[src/rtl/apb_master.sv]
// APB master: turns a valid/ready command into one APB transfer and returns a one-cycle response.
// Optional ACCESS timeout is enabled by defining APB_MASTER_TIMEOUT_EN.
module apb_master #(
  parameter int unsigned addrWidth      = 32,
  parameter int unsigned dataWidth      = 32,
  parameter int unsigned TIMEOUT_CYCLES = 16
) (
  input  logic                 pclk,
  input  logic                 rst,
  input  logic                 cmd_valid,
  output logic                 cmd_ready,
  input  logic                 cmd_write,
  input  logic [addrWidth-1:0] cmd_addr,
  input  logic [dataWidth-1:0] cmd_wdata,
  output logic                 rsp_valid,
  output logic [dataWidth-1:0] rsp_rdata,
  output logic                 rsp_err,
  output logic [addrWidth-1:0] paddr,
  output logic                 pwrite,
  output logic                 psel,
  output logic                 penable,
  output logic [dataWidth-1:0] pwdata,
  input  logic [dataWidth-1:0] prdata,
  input  logic                 pready
);

  typedef enum logic [1:0] {StIdle, StSetup, StAccess} state_e;

  if (TIMEOUT_CYCLES == 0) begin : g_bad_timeout
    $error("TIMEOUT_CYCLES must be at least 1");
  end

  state_e               state_q, state_d;
  logic                 psel_q, psel_d;
  logic                 penable_q, penable_d;
  logic                 pwrite_q, pwrite_d;
  logic [addrWidth-1:0] paddr_q, paddr_d;
  logic [dataWidth-1:0] pwdata_q, pwdata_d;
  logic                 rsp_valid_q, rsp_valid_d;
  logic [dataWidth-1:0] rsp_rdata_q, rsp_rdata_d;

`ifdef APB_MASTER_TIMEOUT_EN
  localparam int unsigned CntW = (TIMEOUT_CYCLES > 1) ? $clog2(TIMEOUT_CYCLES) : 1;
  logic [CntW-1:0] cnt_q, cnt_d;
  logic            rsp_err_q, rsp_err_d;
`endif

  always_comb begin
    state_d     = state_q;
    psel_d      = psel_q;
    penable_d   = penable_q;
    pwrite_d    = pwrite_q;
    paddr_d     = paddr_q;
    pwdata_d    = pwdata_q;
    rsp_valid_d = 1'b0;
    rsp_rdata_d = rsp_rdata_q;
`ifdef APB_MASTER_TIMEOUT_EN
    cnt_d       = cnt_q;
    rsp_err_d   = 1'b0;
`endif
    unique case (state_q)
      StIdle: begin
        if (cmd_valid) begin
          state_d   = StSetup;
          psel_d    = 1'b1;
          penable_d = 1'b0;
          pwrite_d  = cmd_write;
          paddr_d   = cmd_addr;
          pwdata_d  = cmd_wdata;
        end
      end
      StSetup: begin
        state_d   = StAccess;
        penable_d = 1'b1;
`ifdef APB_MASTER_TIMEOUT_EN
        cnt_d     = '0;
`endif
      end
      StAccess: begin
        if (pready) begin
          state_d     = StIdle;
          psel_d      = 1'b0;
          penable_d   = 1'b0;
          rsp_valid_d = 1'b1;
          rsp_rdata_d = pwrite_q ? '0 : prdata;
`ifdef APB_MASTER_TIMEOUT_EN
        end else if (cnt_q == CntW'(TIMEOUT_CYCLES - 1)) begin
          // Give up: the responder never answered within the budget.
          state_d     = StIdle;
          psel_d      = 1'b0;
          penable_d   = 1'b0;
          rsp_valid_d = 1'b1;
          rsp_rdata_d = '0;
          rsp_err_d   = 1'b1;
        end else begin
          cnt_d = cnt_q + CntW'(1);
`endif
        end
      end
      default: begin
        state_d   = StIdle;
        psel_d    = 1'b0;
        penable_d = 1'b0;
      end
    endcase
  end

  always_ff @(posedge pclk or posedge rst) begin
    if (rst) begin
      state_q     <= StIdle;
      psel_q      <= 1'b0;
      penable_q   <= 1'b0;
      pwrite_q    <= 1'b0;
      paddr_q     <= '0;
      pwdata_q    <= '0;
      rsp_valid_q <= 1'b0;
      rsp_rdata_q <= '0;
`ifdef APB_MASTER_TIMEOUT_EN
      cnt_q       <= '0;
      rsp_err_q   <= 1'b0;
`endif
    end else begin
      state_q     <= state_d;
      psel_q      <= psel_d;
      penable_q   <= penable_d;
      pwrite_q    <= pwrite_d;
      paddr_q     <= paddr_d;
      pwdata_q    <= pwdata_d;
      rsp_valid_q <= rsp_valid_d;
      rsp_rdata_q <= rsp_rdata_d;
`ifdef APB_MASTER_TIMEOUT_EN
      cnt_q       <= cnt_d;
      rsp_err_q   <= rsp_err_d;
`endif
    end
  end

  assign cmd_ready = (state_q == StIdle);
  assign psel      = psel_q;
  assign penable   = penable_q;
  assign pwrite    = pwrite_q;
  assign paddr     = paddr_q;
  assign pwdata    = pwdata_q;
  assign rsp_valid = rsp_valid_q;
  assign rsp_rdata = rsp_rdata_q;
`ifdef APB_MASTER_TIMEOUT_EN
  assign rsp_err   = rsp_err_q;
`else
  assign rsp_err   = 1'b0;
`endif

endmodule

[config.mk]
export PLATFORM = sky130hd
export DESIGN_NAME = apb_master
export DESIGN_NICKNAME = d
export VERILOG_FILES = /design/src/rtl/apb_master.sv
export SDC_FILE = /design/constraint.sdc
export NUM_CORES = 1
export LEC_CHECK = 0
export ABC_CLOCK_PERIOD_IN_PS = 10500
export BUFFER_PORTS_ARGS = -buffer_cell sky130_fd_sc_hd__buf_2
export CORE_ASPECT_RATIO = 1.2
export CORE_MARGIN = 2
export CORE_UTILIZATION = 35
export DETAILED_ROUTE_END_ITERATION = 7
export HOLD_SLACK_MARGIN = 0.15
export SYNTH_ARGS = -nofsm -noshare
export SYNTH_HDL_FRONTEND = slang
export SYNTH_SLANG_ARGS = --single-unit
[constraint.sdc]
create_clock -name pclk -period 10.5 [get_ports pclk]
set_input_delay 2.1 -clock pclk [delete_from_list [all_inputs] [get_ports pclk]]
set_output_delay 2.1 -clock pclk [all_outputs]
set_load 0.03 [all_outputs]
==> flow_summary.yaml, run 1 <==
power:
  ir_drop_v: 0.000200
  leakagePower_nw: 2.82
  finalPower_w: 0.00190
  p_per_area_nw_per_um2: 348
clock_tree:
  cts_num_sinks: 101
  holdBufCountCts: 0
  cts.reportedPaths.clkPinSlew_ns: 0.07
  cts_resized: 0
  numCtsBuffers: 9
  cts-root-buf: "clkbuf_16"
  cts_tree: "yes"
  cts_htree_levels: 3
  clk_latency_ns: 0.34
  cts_setup_buffers: 0
  ctsLongestPathBuffers: 2
sta:
  rsz0062_at_grt: "no"
  fin_ws_ns: 6.81
  worst_slew_pin_slew_ns: 1.07
  setup_viol_count_final: 0
  fin_crit_sh: 0.351
  hold-worst-slack_ns: 0.475
  period_minus_slack_ns: 3.69
  tns_ns: 0
  fin_worst_skew_ns: 0.00771
  slew_headroom: 0.288
  hold_viol_final: 0
  slew_viol_final: 0
  fmax_mhz: 271
die:
  core-area_sq_um: 11500
  design.die.area_sq_um: 12600
  pin_count: 203
  die_height_microns: 123
  rows: 43
  die_w_microns: 103
  start_util: 0.357
setup_path:
  arrival_ns: 1.59
  startpoint: "pwrite"
  cp-end-kind: "output pin"
  crit_fanout: 34
  r2r_start: "state_q[0]"
  endpoint: "pwrite"
  crit_type: "register to output pin"
  crit_slowest_cell: "dfrtp_1"
  r2r_end: "paddr[28]"
  crit_cells: 1
  path_cells: "buf_2"
  r2r_slack_ns: 8.51
  crit_required_ns: 8.40
  critPathTopFamily: "flip-flops"
  ff2ff_path_depth: 3
  slowest_delay_ns: 0.91
  cp_num_buf_inv: 1
  cp-start-kind: "register"
placed_design:
  post-place-ws_ns: 6.89
  io_buffers: 201
  dpl.hpwl_microns: 6470
  dp_cells: 634
  globalplace.congestion: 0.703
routing:
  ant_nets: 0
  drt-total-wl_microns: 9280
  wire_per_inst_microns: 14.3
  vias: 2889
  vias_per_cell: 4.44
  dr.pass1.iters: 4
  drt-initial-drc-count: 61
  drc: 0
status:
  outcome: "finished clean"
synth:
  synth_seq_area_share: 0.615
  yosysUniqueCellTypes: 21
  avgSynthCellArea_sq_um: 14.1
  ys_warn_count: 0
  syn-num-nets: 393
  synth_cells: 292
  netlist_area_sq_um: 4110
  ys_seq_elements: 101
layout:
  area_growth_pct: 33.1
  stdcell_count: 650
  drive_above_1_share: 0.582
  nets: 589
  n_antenna_cell: 0
grt:
  grt_pass1_wl_microns: 14100
  grt_start_max_net_pins: 67
  grt.overflow.total: 0
  grt_usage: 0.144
  grt_pass1_vias: 2866
  antenna_found_initial: 2
run:
  maxCapViolCount: 0
worst_hold_path:
  hold_path_class: "register to register"
  whs_path_depth: 2
flip-flops by register name (all words and copies together), names as in the netlist:
| signal | flops |
|---|---|
| paddr | 32 |
| pwdata | 32 |
| rsp_rdata | 32 |
| state_q | 2 |
| psel | 1 |
| pwrite | 1 |
| rsp_valid | 1 |
kinds of logic after synthesis:
kind of cell | Yosys count | synth area share
flops | 101 | 0.615
simple gates | 68 | 0.0847
mux | 65 | 0.214
compound gates | 35 | 0.0448
buf+inv | 22 | 0.0405
other cells | 1 | 0.000913
placed cells by master (no fill, tap or decap):
master,netlist,final
a21o_1,1,1
a22oi_1,1,1
and2_4,1,1
buf_2,6,201
buf_4,1,2
bufinv_16,0,1
clkbuf_16,0,9
clkinv_2,0,4
clkinv_4,0,1
clkinvlp_4,0,1
conb_1,1,1
dfrtp_1,101,101
inv_1,4,3
inv_4,0,1
mux2_2,26,26
mux2_4,39,39
nand2_1,32,32
nand2b_1,32,32
nand3b_1,1,1
nor2_2,1,1
nor3_1,1,1
o21ai_0,32,32
o2bb2ai_1,1,1
layout make-up:
cell class              instances  area (sq um)
clock buffers                   9           225
clock inverters                 7          66.3
fillers                      1107          6050
inverters                       4          17.5
multi-input cells             169          1410
flip-flops and latches        101          2530
well taps                     157           196
repair buffers                203          1020
per-stage QoR:
stage / util / cell area (sq um)
after floorplan: - / 4110
after global placement: 0.450 / 5180
after detailed placement: 0.450 / 5180
after CTS: 0.475 / 5470
after global routing: 0.475 / 5470
final: 0.475 / 5470
cells in the mapped netlist, drive strengths merged:
master	count	share of area
dfrtp	101	0.62
mux2	65	0.21
nand2	32	0.029
nand2b	32	0.049
o21ai	32	0.039
buf	13	0.032
clkbuf	5	0.0046
inv	4	0.0037
a21o	1	0.0018
a22oi	1	0.0018
and2	1	0.0021
conb	1	0.00091
nand3b	1	0.0018
nor2	1	0.0015
nor3	1	0.0012
o2bb2ai	1	0.0021
where the power goes:
part / switching (W) / total [W] / internal [W]
registers: 0.000105 / 0.000669 / 0.000564
logic: 0.000558 / 0.000905 / 0.000346
clock network: 0.000143 / 0.000327 / 0.000183
total: 0.000807 / 0.00190 / 0.00109
how the worst min path moves through the flow:
stage                    endpoint           from
finish               rsp_rdata[0]   rsp_rdata[0]
global route        rsp_rdata[22]  rsp_rdata[22]
CTS                  rsp_rdata[0]   rsp_rdata[0]
detailed placement   rsp_rdata[0]   rsp_rdata[0]
global placement    rsp_rdata[13]  rsp_rdata[13]
floorplan                    psel     state_q[0]
layer usage:
layer,vias to the layer above,part of all wire,global-route usage
li1,1374,-,-
met1,1388,0.41,0.171
met2,107,0.49,0.233
met3,16,0.076,0.0433
met4,4,0.022,0.0773
met5,-,0.0032,0
No activity file was read; power rests on OpenSTA's default activity.
==> run 2, diff against run 1 <==
--- a/config.mk
+++ b/config.mk
@@ -5,13 +5,14 @@
 export SDC_FILE = /design/constraint.sdc
 export NUM_CORES = 1
 export LEC_CHECK = 0
-export ABC_CLOCK_PERIOD_IN_PS = 10500
+export ABC_CLOCK_PERIOD_IN_PS = 3110
 export BUFFER_PORTS_ARGS = -buffer_cell sky130_fd_sc_hd__buf_2
 export CORE_ASPECT_RATIO = 1.2
 export CORE_MARGIN = 2
 export CORE_UTILIZATION = 35
 export DETAILED_ROUTE_END_ITERATION = 7
 export HOLD_SLACK_MARGIN = 0.15
+export PLACE_DENSITY = 0.66
 export SYNTH_ARGS = -nofsm -noshare
 export SYNTH_HDL_FRONTEND = slang
 export SYNTH_SLANG_ARGS = --single-unit
==> constraint.sdc (replaced) <==
create_clock -name pclk -period 3.11 [get_ports pclk]
set_input_delay 0.622 -clock pclk [delete_from_list [all_inputs] [get_ports pclk]]
set_output_delay 0.622 -clock pclk [all_outputs]
set_load 0.03 [all_outputs]
==> run 2 against run 1 <==
- sequential cell count unchanged
- design area up 1.4%
- clock-buffer cell count up 2
- worst setup slack worse by 5.5 ns
- wire length down 4.8%
- largest cell class unchanged
- largest power group unchanged
- highest routed layer unchanged
==> flow_summary.yaml, run 2 (synthesized netlist as in run 1, its figures left out) <==
clock_tree:
  clk_latency_ns: 0.33
  cts.reportedPaths.clkPinSlew_ns: 0.07
  cts_resized: 0
  cts_htree_levels: 3
  holdBufCountCts: 0
  numCtsBuffers: 9
  ctsLongestPathBuffers: 2
  cts_setup_buffers: 0
  cts_tree: "yes"
  cts-root-buf: "clkbuf_16"
  cts_num_sinks: 101
worst_hold_path:
  hold_path_class: "input port to async pin"
setup_path:
  crit_type: "register to register"
  arrival_ns: 2.04
  path_cells: "nor2_2 -> and2_4 -> buf_4 -> mux2_2"
  crit_slowest_cell: "and2_4"
  crit_fanout: 34
  slowest_delay_ns: 0.48
  cp-start-kind: "register"
  r2r_slack_ns: 1.28
  cp-end-kind: "register"
  crit_required_ns: 3.33
layout:
  drive_above_1_share: 0.582
  nFillCells: 1104
  multi_input_area_sq_um: 1410
  area_growth_pct: 34.9
  nets: 592
  final_common_cell: "buf_2"
  seq_area_sq_um: 2530
  layout_common_cells: "buf_2, dfrtp_1, mux2_4"
  utilization: 0.481
routing:
  wire_per_inst_microns: 13.5
  vias: 2840
  drc: 0
  ant_nets: 0
  vias_per_cell: 4.35
  drt-total-wl_microns: 8830
  drt-initial-drc-count: 68
  dr.pass1.iters: 4
grt:
  grt_start_max_net_pins: 102
  grt_busiest_layer: "met2"
  grt_pass1_vias: 2818
  antenna_found_initial: 1
  grt.overflow.total: 0
  grt_pass1_wl_microns: 13700
  met1_usage: 0.173
  grt_util_met2: 0.220
  grt_usage: 0.139
  use_met3: 0.0535
die:
  rows: 43
  design.die.area_sq_um: 12600
  die_height_microns: 123
  die_w_microns: 103
  start_util: 0.357
  core-area_sq_um: 11500
  pin_count: 203
sta:
  tns_ns: 0
  slew_viol_final: 0
  fin_worst_skew_ns: 0.00443
  hold_viol_final: 0
  worst_slew_pin_slew_ns: 0.531
  slew_headroom: 0.646
  fin_crit_sh: 0.587
  setup_viol_count_final: 0
  rsz0062_at_grt: "no"
  period_minus_slack_ns: 1.83
  fmax_mhz: 548
placed_design:
  dpl.hpwl_microns: 6440
  io_buffers: 201
  globalplace.congestion: 0.705
power:
  leakagePower_nw: 2.85
  finalPower_w: 0.00651
  ir_drop_v: 0.000631
  p_per_area_nw_per_um2: 1170
run:
  maxCapViolCount: 0
status:
  outcome: "finished clean"
==> run 2: cell type report <==
type                       count  area share
timing repair buffer         206       0.193
tap                          157      0.0354
clock buffer                  11      0.0438
antenna                        1    0.000451
sequential                   101       0.456
inverter                       4     0.00339
multi-input combinational    169       0.255
clock inverter                 4      0.0131
==> run 2: path summary, 6_finish.rpt <==
path | start | end | cells past startpoint
worst min-delay path | rst | paddr[1] | 3
worst min register to register | rsp_rdata[26] | rsp_rdata[26] | 2
max in group asynchronous | rst | rsp_rdata[9] | 3
min in group pclk | rsp_rdata[26] | rsp_rdata[26] | 2
worst max-delay path | state_q[0] | pwrite | 4
worst max register to register | state_q[0] | pwrite | 4
==> run 2: critical path: cells and delay by family (launching register included) <==
| kind | cells | cell delay [ns] |
|---|---|---|
| buf+inv | 1 | 0.31 |
| flops | 1 | 0.43 |
| simple gates | 2 | 0.62 |
| mux | 1 | 0.35 |
==> run 2: power by group <==
part | switching (W) | total [W] | internal [W]
logic | 0.00192 | 0.00311 | 0.00118
registers | 0.000318 | 0.00223 | 0.00191
clock network | 0.000452 | 0.00117 | 0.000721
total | 0.00269 | 0.00651 | 0.00381
==> run 2: per-stage QoR <==
stage / instances / instance area, sq um / worst slack (ns) / hold WS [ns]
after detailed placement: 637 / 5230 / 1.11 / 0.466
final: 653 / 5540 / 1.28 / 0.449
after floorplan: 292 / 4110 / 1.28 / 0.489
after global placement: 637 / 5230 / 1.15 / 0.458
after global routing: 652 / 5540 / 1.18 / 0.487
after CTS: 652 / 5540 / 1.26 / 0.470
==> run 2: metal layers <==
layer  wire length (microns)  vias up
li1                        -     1374
met1                    3710     1341
met2                    4210      113
met3                     809       10
met4                      88        2
met5                      13        -
